**src/rtl/key_event_ctrl_pkg.sv**
```systemverilog
// Shared types and constants for the key event controller.
//   intr_state_t  : interrupt sequencer states
//   KEY_PORT_DEF  : default IN port that returns and pops the head key code
//   STAT_PORT_DEF : default IN port that returns status and clears overflow
//   EMPTY_CODE    : read value of the key port when no key is queued
//   sat_count     : clamps a queue depth to the 3-bit status field
package key_pkg;

  typedef enum logic [1:0] {
    IDLE,
    PULSE,
    WAIT_RD,
    GAP
  } intr_state_t;

  localparam logic [7:0] KEY_PORT_DEF  = 8'h96;
  localparam logic [7:0] STAT_PORT_DEF = 8'h97;
  localparam logic [7:0] EMPTY_CODE    = 8'hFF;

  function automatic logic [2:0] sat_count(input int unsigned c);
    return 3'((c > 32'd7) ? 32'd7 : c);
  endfunction

endpackage

```
**src/rtl/key_event_ctrl_if.sv**
```systemverilog
// Scanner + MCU I/O bus bundle for key_event_ctrl.
//   press, data      : scanner key-valid level and 4-bit key code
//   port_id, io_strb : MCU port address and one-cycle IN strobe
//   in_data          : read data returned to the MCU
//   intr, ovf        : interrupt request and sticky overflow flag
// master = scanner/MCU side, slave = key_event_ctrl.
interface key_event_ctrl_if;

  logic       press;
  logic [3:0] data;
  logic [7:0] port_id;
  logic       io_strb;
  logic [7:0] in_data;
  logic       intr;
  logic       ovf;

  modport master (
    output press, data, port_id, io_strb,
    input  in_data, intr, ovf
  );

  modport slave (
    input  press, data, port_id, io_strb,
    output in_data, intr, ovf
  );

endinterface

```
**src/rtl/key_event_ctrl_fifo.sv**
```systemverilog
// Small key FIFO with synchronous active-low reset.
//   clk, rst_n  : clock and synchronous reset
//   push, wdata : write request and data
//   pop         : read request (ignored when empty)
//   full, empty : occupancy flags
//   count       : number of stored entries
//   head        : oldest entry, valid while not empty
// A push while full is accepted only when a pop happens in the same cycle.
module key_fifo #(
  parameter int unsigned DEPTH = 4,
  parameter int unsigned WIDTH = 4,
  localparam int unsigned AW   = (DEPTH > 1) ? $clog2(DEPTH) : 1,
  localparam int unsigned CW   = $clog2(DEPTH + 1)
) (
  input  logic             clk,
  input  logic             rst_n,
  input  logic             push,
  input  logic [WIDTH-1:0] wdata,
  input  logic             pop,
  output logic             full,
  output logic             empty,
  output logic [CW-1:0]    count,
  output logic [WIDTH-1:0] head
);

  logic [WIDTH-1:0] mem_q [DEPTH];
  logic [AW-1:0]    wr_ptr_q, rd_ptr_q;
  logic [CW-1:0]    count_q, count_d;
  logic             do_push, do_pop;

  assign full    = (count_q == CW'(DEPTH));
  assign empty   = (count_q == '0);
  assign count   = count_q;
  assign head    = mem_q[rd_ptr_q];

  assign do_pop  = pop & ~empty;
  assign do_push = push & (~full | do_pop);

  always_comb begin
    count_d = count_q;
    unique case ({do_push, do_pop})
      2'b10:   count_d = count_q + CW'(1);
      2'b01:   count_d = count_q - CW'(1);
      default: count_d = count_q;
    endcase
  end

  always_ff @(posedge clk) begin
    if (!rst_n) begin
      wr_ptr_q <= '0;
      rd_ptr_q <= '0;
      count_q  <= '0;
    end else begin
      // DEPTH is a power of two, so pointers wrap by natural overflow.
      if (do_push) wr_ptr_q <= wr_ptr_q + AW'(1);
      if (do_pop)  rd_ptr_q <= rd_ptr_q + AW'(1);
      count_q <= count_d;
    end
  end

  // Storage needs no reset: count_q gates what is visible.
  always_ff @(posedge clk) begin
    if (do_push) mem_q[wr_ptr_q] <= wdata;
  end

endmodule

```
**src/rtl/key_event_ctrl.sv**
```systemverilog
// Keypad-to-MCU key event controller.
//   clk, rst_n : clock and synchronous active-low reset
//   bus        : scanner inputs (press, data), MCU IN decode (port_id,
//                io_strb, in_data), interrupt request (intr) and sticky
//                overflow flag (ovf)
// Each press rising edge queues one key. The interrupt sequencer emits one
// INTR_W-cycle pulse per pending key and waits for the MCU to read it.
module key_event_ctrl
  import key_pkg::*;
#(
  parameter int unsigned DEPTH     = 4,
  parameter int unsigned INTR_W    = 8,
  parameter logic [7:0]  KEY_PORT  = KEY_PORT_DEF,
  parameter logic [7:0]  STAT_PORT = STAT_PORT_DEF
) (
  input logic              clk,
  input logic              rst_n,
  key_event_ctrl_if.slave  bus
);

  localparam int unsigned CW = $clog2(DEPTH + 1);
  localparam int unsigned PW = (INTR_W > 1) ? $clog2(INTR_W) : 1;

  logic          press_q;
  logic          push, pop, key_sel, stat_sel, ovf_set, stat_clr;
  logic          full, empty;
  logic [CW-1:0] count;
  logic [3:0]    head;
  logic          ovf_q;

  intr_state_t   state_q;
  logic [PW-1:0] pcnt_q;
  logic          popped_q;
  logic          intr_q;

  assign key_sel  = (bus.port_id == KEY_PORT);
  assign stat_sel = (bus.port_id == STAT_PORT);
  assign push     = bus.press & ~press_q;
  assign pop      = bus.io_strb & key_sel & ~empty;
  // A simultaneous pop frees the slot, so only an unpaired push overflows.
  assign ovf_set  = push & full & ~pop;
  assign stat_clr = bus.io_strb & stat_sel;

  key_fifo #(
    .DEPTH (DEPTH),
    .WIDTH (4)
  ) u_fifo (
    .clk   (clk),
    .rst_n (rst_n),
    .push  (push),
    .wdata (bus.data),
    .pop   (pop),
    .full  (full),
    .empty (empty),
    .count (count),
    .head  (head)
  );

  always_ff @(posedge clk) begin
    if (!rst_n) begin
      press_q <= 1'b0;
      ovf_q   <= 1'b0;
    end else begin
      press_q <= bus.press;
      if (ovf_set)       ovf_q <= 1'b1;
      else if (stat_clr) ovf_q <= 1'b0;
    end
  end

  always_comb begin
    bus.in_data = 8'h00;
    if (key_sel) begin
      bus.in_data = empty ? EMPTY_CODE : {4'h0, head};
    end else if (stat_sel) begin
      bus.in_data = {ovf_q, 3'b000, 1'b0, sat_count(32'(count))};
    end
  end

  // popped_q remembers a read that arrived before the pulse finished, so the
  // sequencer skips WAIT_RD for a key that is already consumed.
  always_ff @(posedge clk) begin
    if (!rst_n) begin
      state_q  <= IDLE;
      pcnt_q   <= '0;
      popped_q <= 1'b0;
      intr_q   <= 1'b0;
    end else begin
      unique case (state_q)
        IDLE: begin
          if (!empty) begin
            state_q  <= PULSE;
            intr_q   <= 1'b1;
            pcnt_q   <= PW'(INTR_W - 1);
            popped_q <= pop;
          end
        end
        PULSE: begin
          if (pop) popped_q <= 1'b1;
          if (pcnt_q == '0) begin
            intr_q  <= 1'b0;
            state_q <= (popped_q | pop) ? GAP : WAIT_RD;
          end else begin
            pcnt_q <= pcnt_q - PW'(1);
          end
        end
        WAIT_RD: begin
          if (pop) state_q <= GAP;
        end
        GAP: begin
          state_q <= IDLE;
        end
        default: begin
          state_q <= IDLE;
          intr_q  <= 1'b0;
        end
      endcase
    end
  end

  assign bus.intr = intr_q;
  assign bus.ovf  = ovf_q;

endmodule

```
**src/flat_wrapper.sv**
```systemverilog
// flat-port wrapper written by rule: the top's interface ports become plain ports
module key_event_ctrl_flat import key_pkg::*;
#(
  parameter int unsigned DEPTH     = 4,
  parameter int unsigned INTR_W    = 8,
  parameter logic [7:0]  KEY_PORT  = KEY_PORT_DEF,
  parameter logic [7:0]  STAT_PORT = STAT_PORT_DEF
)
  (clk, rst_n, bus_press, bus_data, bus_port_id, bus_io_strb, bus_in_data, bus_intr, bus_ovf);
  key_event_ctrl_if bus_i ();
  input logic clk;
  input logic rst_n;
  input wire logic [$bits(bus_i.press)-1:0] bus_press;
  input wire logic [$bits(bus_i.data)-1:0] bus_data;
  input wire logic [$bits(bus_i.port_id)-1:0] bus_port_id;
  input wire logic [$bits(bus_i.io_strb)-1:0] bus_io_strb;
  output wire logic [$bits(bus_i.in_data)-1:0] bus_in_data;
  output wire logic [$bits(bus_i.intr)-1:0] bus_intr;
  output wire logic [$bits(bus_i.ovf)-1:0] bus_ovf;
  assign bus_i.press = bus_press;
  assign bus_i.data = bus_data;
  assign bus_i.port_id = bus_port_id;
  assign bus_i.io_strb = bus_io_strb;
  assign bus_in_data = bus_i.in_data;
  assign bus_intr = bus_i.intr;
  assign bus_ovf = bus_i.ovf;
  key_event_ctrl #(.DEPTH(DEPTH), .INTR_W(INTR_W), .KEY_PORT(KEY_PORT), .STAT_PORT(STAT_PORT)) u_core (.clk(clk), .rst_n(rst_n), .bus(bus_i));
endmodule
```
**config.mk**
```make
export PLATFORM = sky130hd
export DESIGN_NAME = key_event_ctrl_flat
export DESIGN_NICKNAME = d
export VERILOG_FILES = /design/src/rtl/key_event_ctrl_pkg.sv /design/src/rtl/key_event_ctrl_if.sv /design/src/rtl/key_event_ctrl_fifo.sv /design/src/rtl/key_event_ctrl.sv /design/src/flat_wrapper.sv
export SDC_FILE = /design/constraint.sdc
export NUM_CORES = 1
export LEC_CHECK = 0
export CAP_MARGIN = 40
export CORE_ASPECT_RATIO = 0.9
export CORE_UTILIZATION = 57
export DETAILED_ROUTE_END_ITERATION = 8
export GPL_TIMING_DRIVEN = 0
export PLACE_DENSITY = 0.83
export SLEW_MARGIN = 20
export SYNTH_ARGS = -nofsm -noshare
export SYNTH_HDL_FRONTEND = slang
export SYNTH_SLANG_ARGS = --single-unit
```
**constraint.sdc**
```tcl
create_clock -name clk -period 3.6 [get_ports clk]
set_input_delay 0.72 -clock clk [delete_from_list [all_inputs] [get_ports clk]]
set_output_delay 0.72 -clock clk [all_outputs]
set_load 0.1 [all_outputs]
```
# After elaboration in Yosys (flattened, before gate mapping)
# Memory sizes are Yosys's and may differ from the RTL's. A register that Yosys moved wholly into a read port is not among the register bits.
# Cells that the tools add are included.
# word_totals
ff_bits	16
ramBits	16
in_bits	16
out_inout_bits	10
n_memories	1
# op_classes
addsub	5
eq_ne	13
muxes	24
n_bitwise	14
n_reduce_logical	10
# memory_table
memory	words	width	rd	rd_ports_with_merged_regs	wr	line	text
u_core.u_fifo.mem_q	4	4	1	1	1	key_event_ctrl_fifo.sv:26	logic [WIDTH-1:0] mem_q [DEPTH];
# op_table
operator	count
2-to-1 mux 8 bit	3
equality test 8 bit, second input constant	2
case mux 3 bit (2 select lines)	2
AND reduction 3 bit	4
2-to-1 mux 2 bit	5
2-to-1 mux 1 bit	9
AND 1 bit	8
case mux 2 bit (4 select lines)	1
equality test 2 bit, second input constant	3
logical NOT 3 bit	2
2-to-1 mux 3 bit	2
inequality test 2 x 1 -> 1 bit, second input constant	3
nonzero test 2 bit	3
subtractor 3 x 1 -> 3 bit, second input constant	2
adder 2 x 1 -> 2 bit, second input constant	2
equality test 2 x 1 -> 1 bit, second input constant	2
inequality test 2 bit, second input constant	2
inverter 1 bit	4
case mux 1 bit (2 select lines)	2
adder 3 x 1 -> 3 bit, second input constant	1
equality test 3 bit, second input constant	1
logical NOT 2 bit	1
OR 1 bit	2

# Longest topological paths before layout
# depth
ltp_word	8
depth_mapped	10

# Cells and area by module
# From an unflattened synthesis, not the netlist that was laid out.
# hier_totals
hier_cells	164
area_unflattened_um2	1779.2
# by_module_without_submodules
mod	n_inst	cells_per_inst	area_per_inst_um2	seq_area_each_um2
key_fifo	1	79	1116.1	660.6
key_event_ctrl	1	85	663.1	180.2

# Least setup slack after synthesis
# OpenSTA, ideal clock, no wires.
# synth_path
path_type	input -> output
startpoint	in bus_port_id[5]
endpoint	out bus_in_data[0]
t_arrival_ns	3.334
required_time_ns	2.880
path_slack_ns	-0.454
path_stages	3
path_buffers	0
path_cell_list	and4bb_4 -> nand2_1 -> o21ai_0
# synth_via
elab_chain_cells	3
word_cells_on_any_way	4
cone_classes	eq/ne (2); mux (2)
# synth_rtl
element	line	text
from (decl)	flat_wrapper.sv:15	input wire logic [$bits(bus_i.port_id)-1:0] bus_port_id;
equality test 8 bit	key_event_ctrl.sv:37	assign stat_sel = (bus.port_id == STAT_PORT);
2-to-1 mux 8 bit	key_event_ctrl.sv:74	end else if (stat_sel) begin
2-to-1 mux 8 bit *	key_event_ctrl.sv:72	if (key_sel) begin
to (decl)	flat_wrapper.sv:17	output wire logic [$bits(bus_i.in_data)-1:0] bus_in_data;
# Every way passes the cells marked *; elsewhere a longest branch is shown, timed or not.

# Worst setup path in the final report
# layout_path
startpoint	in bus_port_id[0]
endpoint	out bus_in_data[5]
# layout_via
elab_chain_cells	2
# layout_rtl
element	line	text
equality test 8 bit	key_event_ctrl.sv:36	assign key_sel = (bus.port_id == KEY_PORT);
2-to-1 mux 8 bit	key_event_ctrl.sv:72	
# Every way passes these cells.

==> run metrics <==
syn_nets approximately 180; Die X-Extent about 60 um; Yosys Warn Count 0; final worst path period share 0.970; setup slack after placement 0.0189 ns; critical path launch point type input pin; area grow syn2layout 32.2%; clock-pin slew on the worst setup and hold paths between 0.1 and 0.15 ns; Pleak just under 0.9 nW; NumNets Final ~220; final setup violation count 0; Worst-Skew Late Latency about 0.34 ns; worst clock skew ~0.0056 ns; Core Area 0.00282 mm2; Die Span Y 54.3 um; DRT Pass-1 Iters 4; Final min period 3.49 ns; post-synthesis average cell area 11.2 um2; sequential share of the synthesized area 0.484; Top FF cell, synth dfxtp_1; TritonCTS buffer count 5; CTS H-Tree Depth 2; Syn Inst Count between 150 and 200; DR WL/cell about 16 um; initial antenna violation count 0; Final Hold Fails 0; Non-Filler Instances 238; number of global-route vias before repair about 1300; total number of vias between 1000 and 1500; GR Overflow Total 0; WL final 3.90 mm; HP Class reg2reg; CTS tree yes; most frequent cells in the layout clkdlybuf4s50_1, dfxtp_1, inv_1; unrepaired setup endpoints after global routing no; first-pass GRT wire length around 6.0 mm; Fmax 0.286 GHz; GRT Total Usage 0.268; Critical Path Fanout Max 5; Worst VDD drop ~0.42 mV; pin count of the biggest net entering global routing 13; I/O pin cnt 26; root buffer cell clkbuf_4; die area approximately 0.0033 mm2; Core Util, Final 0.815; Max clock buf depth 2; synth unique cells about 40; Final Slew Violations 0; Slew @ Worst Pin approximately 0.62 ns; DRC violations left 0; Worst setup EP type primary output; PD cells about 510 mW/mm2; Sink Count 34; post-route ant nets 0; port buffer count 25; CP required 2.88 ns; vias per cell 5.51; commonest non-fill, non-tap cell in the layout clkdlybuf4s50_1; relative slew slack 0.585; number of post-CTS setup repair buffers 0; synthesis-stage register bit count 34; GP Congestion 0.850; fraction of registers with async set/reset 0; status completed; count of flip-flops with a built-in enable after synthesis 16; synthesized cell area roughly 0.0017 mm2; worst setup margin about 0.11 ns; critical path type in2out; # diodes 0; max_cap viols 0; Worst Path Arrival 2.77 ns; initial drt markers 47; starting density of the core 0.616; detailed placement HPWL 2.90 mm; placed cell count 230; layout cells sized above 1 0.182; num rows 18
[synth_stat cells (all sizes together) (2+ instances only)]
library cell | number | area (um2)
dfxtp | 18 | 360
inv | 17 | 63.8
nor2 | 17 | 63.8
edfxtp | 16 | 480
nand2 | 11 | 41.3
a21oi | 10 | 50.1
ha | 10 | 125
o21ai | 10 | 53.8
and2 | 4 | 25.0
mux4 | 4 | 90.1
mux2i | 3 | 30.0
nand3 | 3 | 27.5
or3 | 3 | 23.8
a311oi | 2 | 41.3
and4bb | 2 | 32.5
buf | 2 | 15.0
nor2b | 2 | 12.5
xor2 | 2 | 17.5
[per-layer routing]
metal | wire length, um | share of wire | vias to the layer above | track usage
met1 | 1590 | 0.41 | 626 | 0.296
met5 | 0 | 0 | - | 0
li1 | - | - | 631 | -
met2 | 2020 | 0.52 | 45 | 0.493
met4 | 76 | 0.020 | 0 | 0.101
met3 | 216 | 0.055 | 10 | 0.0709
[path summary, 6_finish.rpt]
path / from / endpoint / slack [ns] / cells after the start
max: bus_port_id[0] / bus_in_data[5] / 0.11 / 7
min: u_core.state_q[1] / u_core.state_q[1] / 0.51 / 2
min reg2reg: u_core.state_q[1] / u_core.state_q[1] / 0.51 / 2
max reg2reg: u_core.u_fifo.count[2] / u_core.u_fifo.count[2] / 1.12 / 9
[kinds of logic after synthesis]
kind of cell	count (synthesis)	synth area share
multiplexers	7	0.0692
AO/OA/AOI/OAI	30	0.123
XOR/XNOR	3	0.0151
buffers and inverters	21	0.0497
flip-flops	34	0.485
adder cells (fa/ha/maj)	11	0.0836
AND/OR/NAND/NOR	49	0.174
[cell type report]
type,instances,area (um2)
Inverter,18,67.6
Tap cell,40,50.0
Buffer,3,18.8
Clock inverter,3,68.8
Clock buffer,5,37.5
Timing Repair Buffer,35,400
Fill cell,157,520
Multi-Input combinational cell,100,811
Sequential cell,34,841
[sequential cells by signal, indices dropped and copies added (netlist names), named ones only]
| signal | flops |
|---|---|
| u_core.pcnt_q | 3 |
| u_core.press_q | 1 |
| u_core.u_fifo.rd_ptr_q | 2 |
| u_core.popped_q | 1 |
| u_core.bus.intr | 1 |
| u_core.u_fifo.wr_ptr_q | 2 |
| u_core.state_q | 2 |
| u_core.bus.ovf | 1 |
| u_core.u_fifo.mem_q | 16 |
| u_core.u_fifo.count | 3 |
[where the power goes]
part / internal (mW) / switching [mW] / leakage [nW]
Clock: 0.217 / 0.143 / 0.0554
Combinational: 0.146 / 0.195 / 0.524
Sequential: 0.443 / 0.0283 / 0.293
Total: 0.806 / 0.366 / 0.873
[metrics by stage]
step | power, mW | cell area (um2) | hold WS (ns) | setup TNS [ns]
after detailed placement | 0.811 | 2190 | 0.495 | 0
after floorplan | 0.713 | 1740 | 0.460 | -2.15
after CTS | 1.17 | 2290 | 0.513 | 0
after global placement | 0.773 | 2040 | 0.471 | -1.49
final | 1.17 | 2290 | 0.512 | 0
after global routing | 1.23 | 2290 | 0.535 | 0
[what timing repair did]
action | in CTS | in global routing
hold buffers | 0 | 0
resized for setup | 0 | 1
setup endpoints to repair | 0 | 3
[worst max-delay path, stage by stage]
cell and delay [ns]:
clkdlybuf4s50_1 0.41, and4bb_4 0.40, nand2_1 0.14, nor2_2 0.23, buf_4 0.14, clkdlybuf4s50_1 0.51
buf_8 0.21
Power figures use the tool's default switching activity.
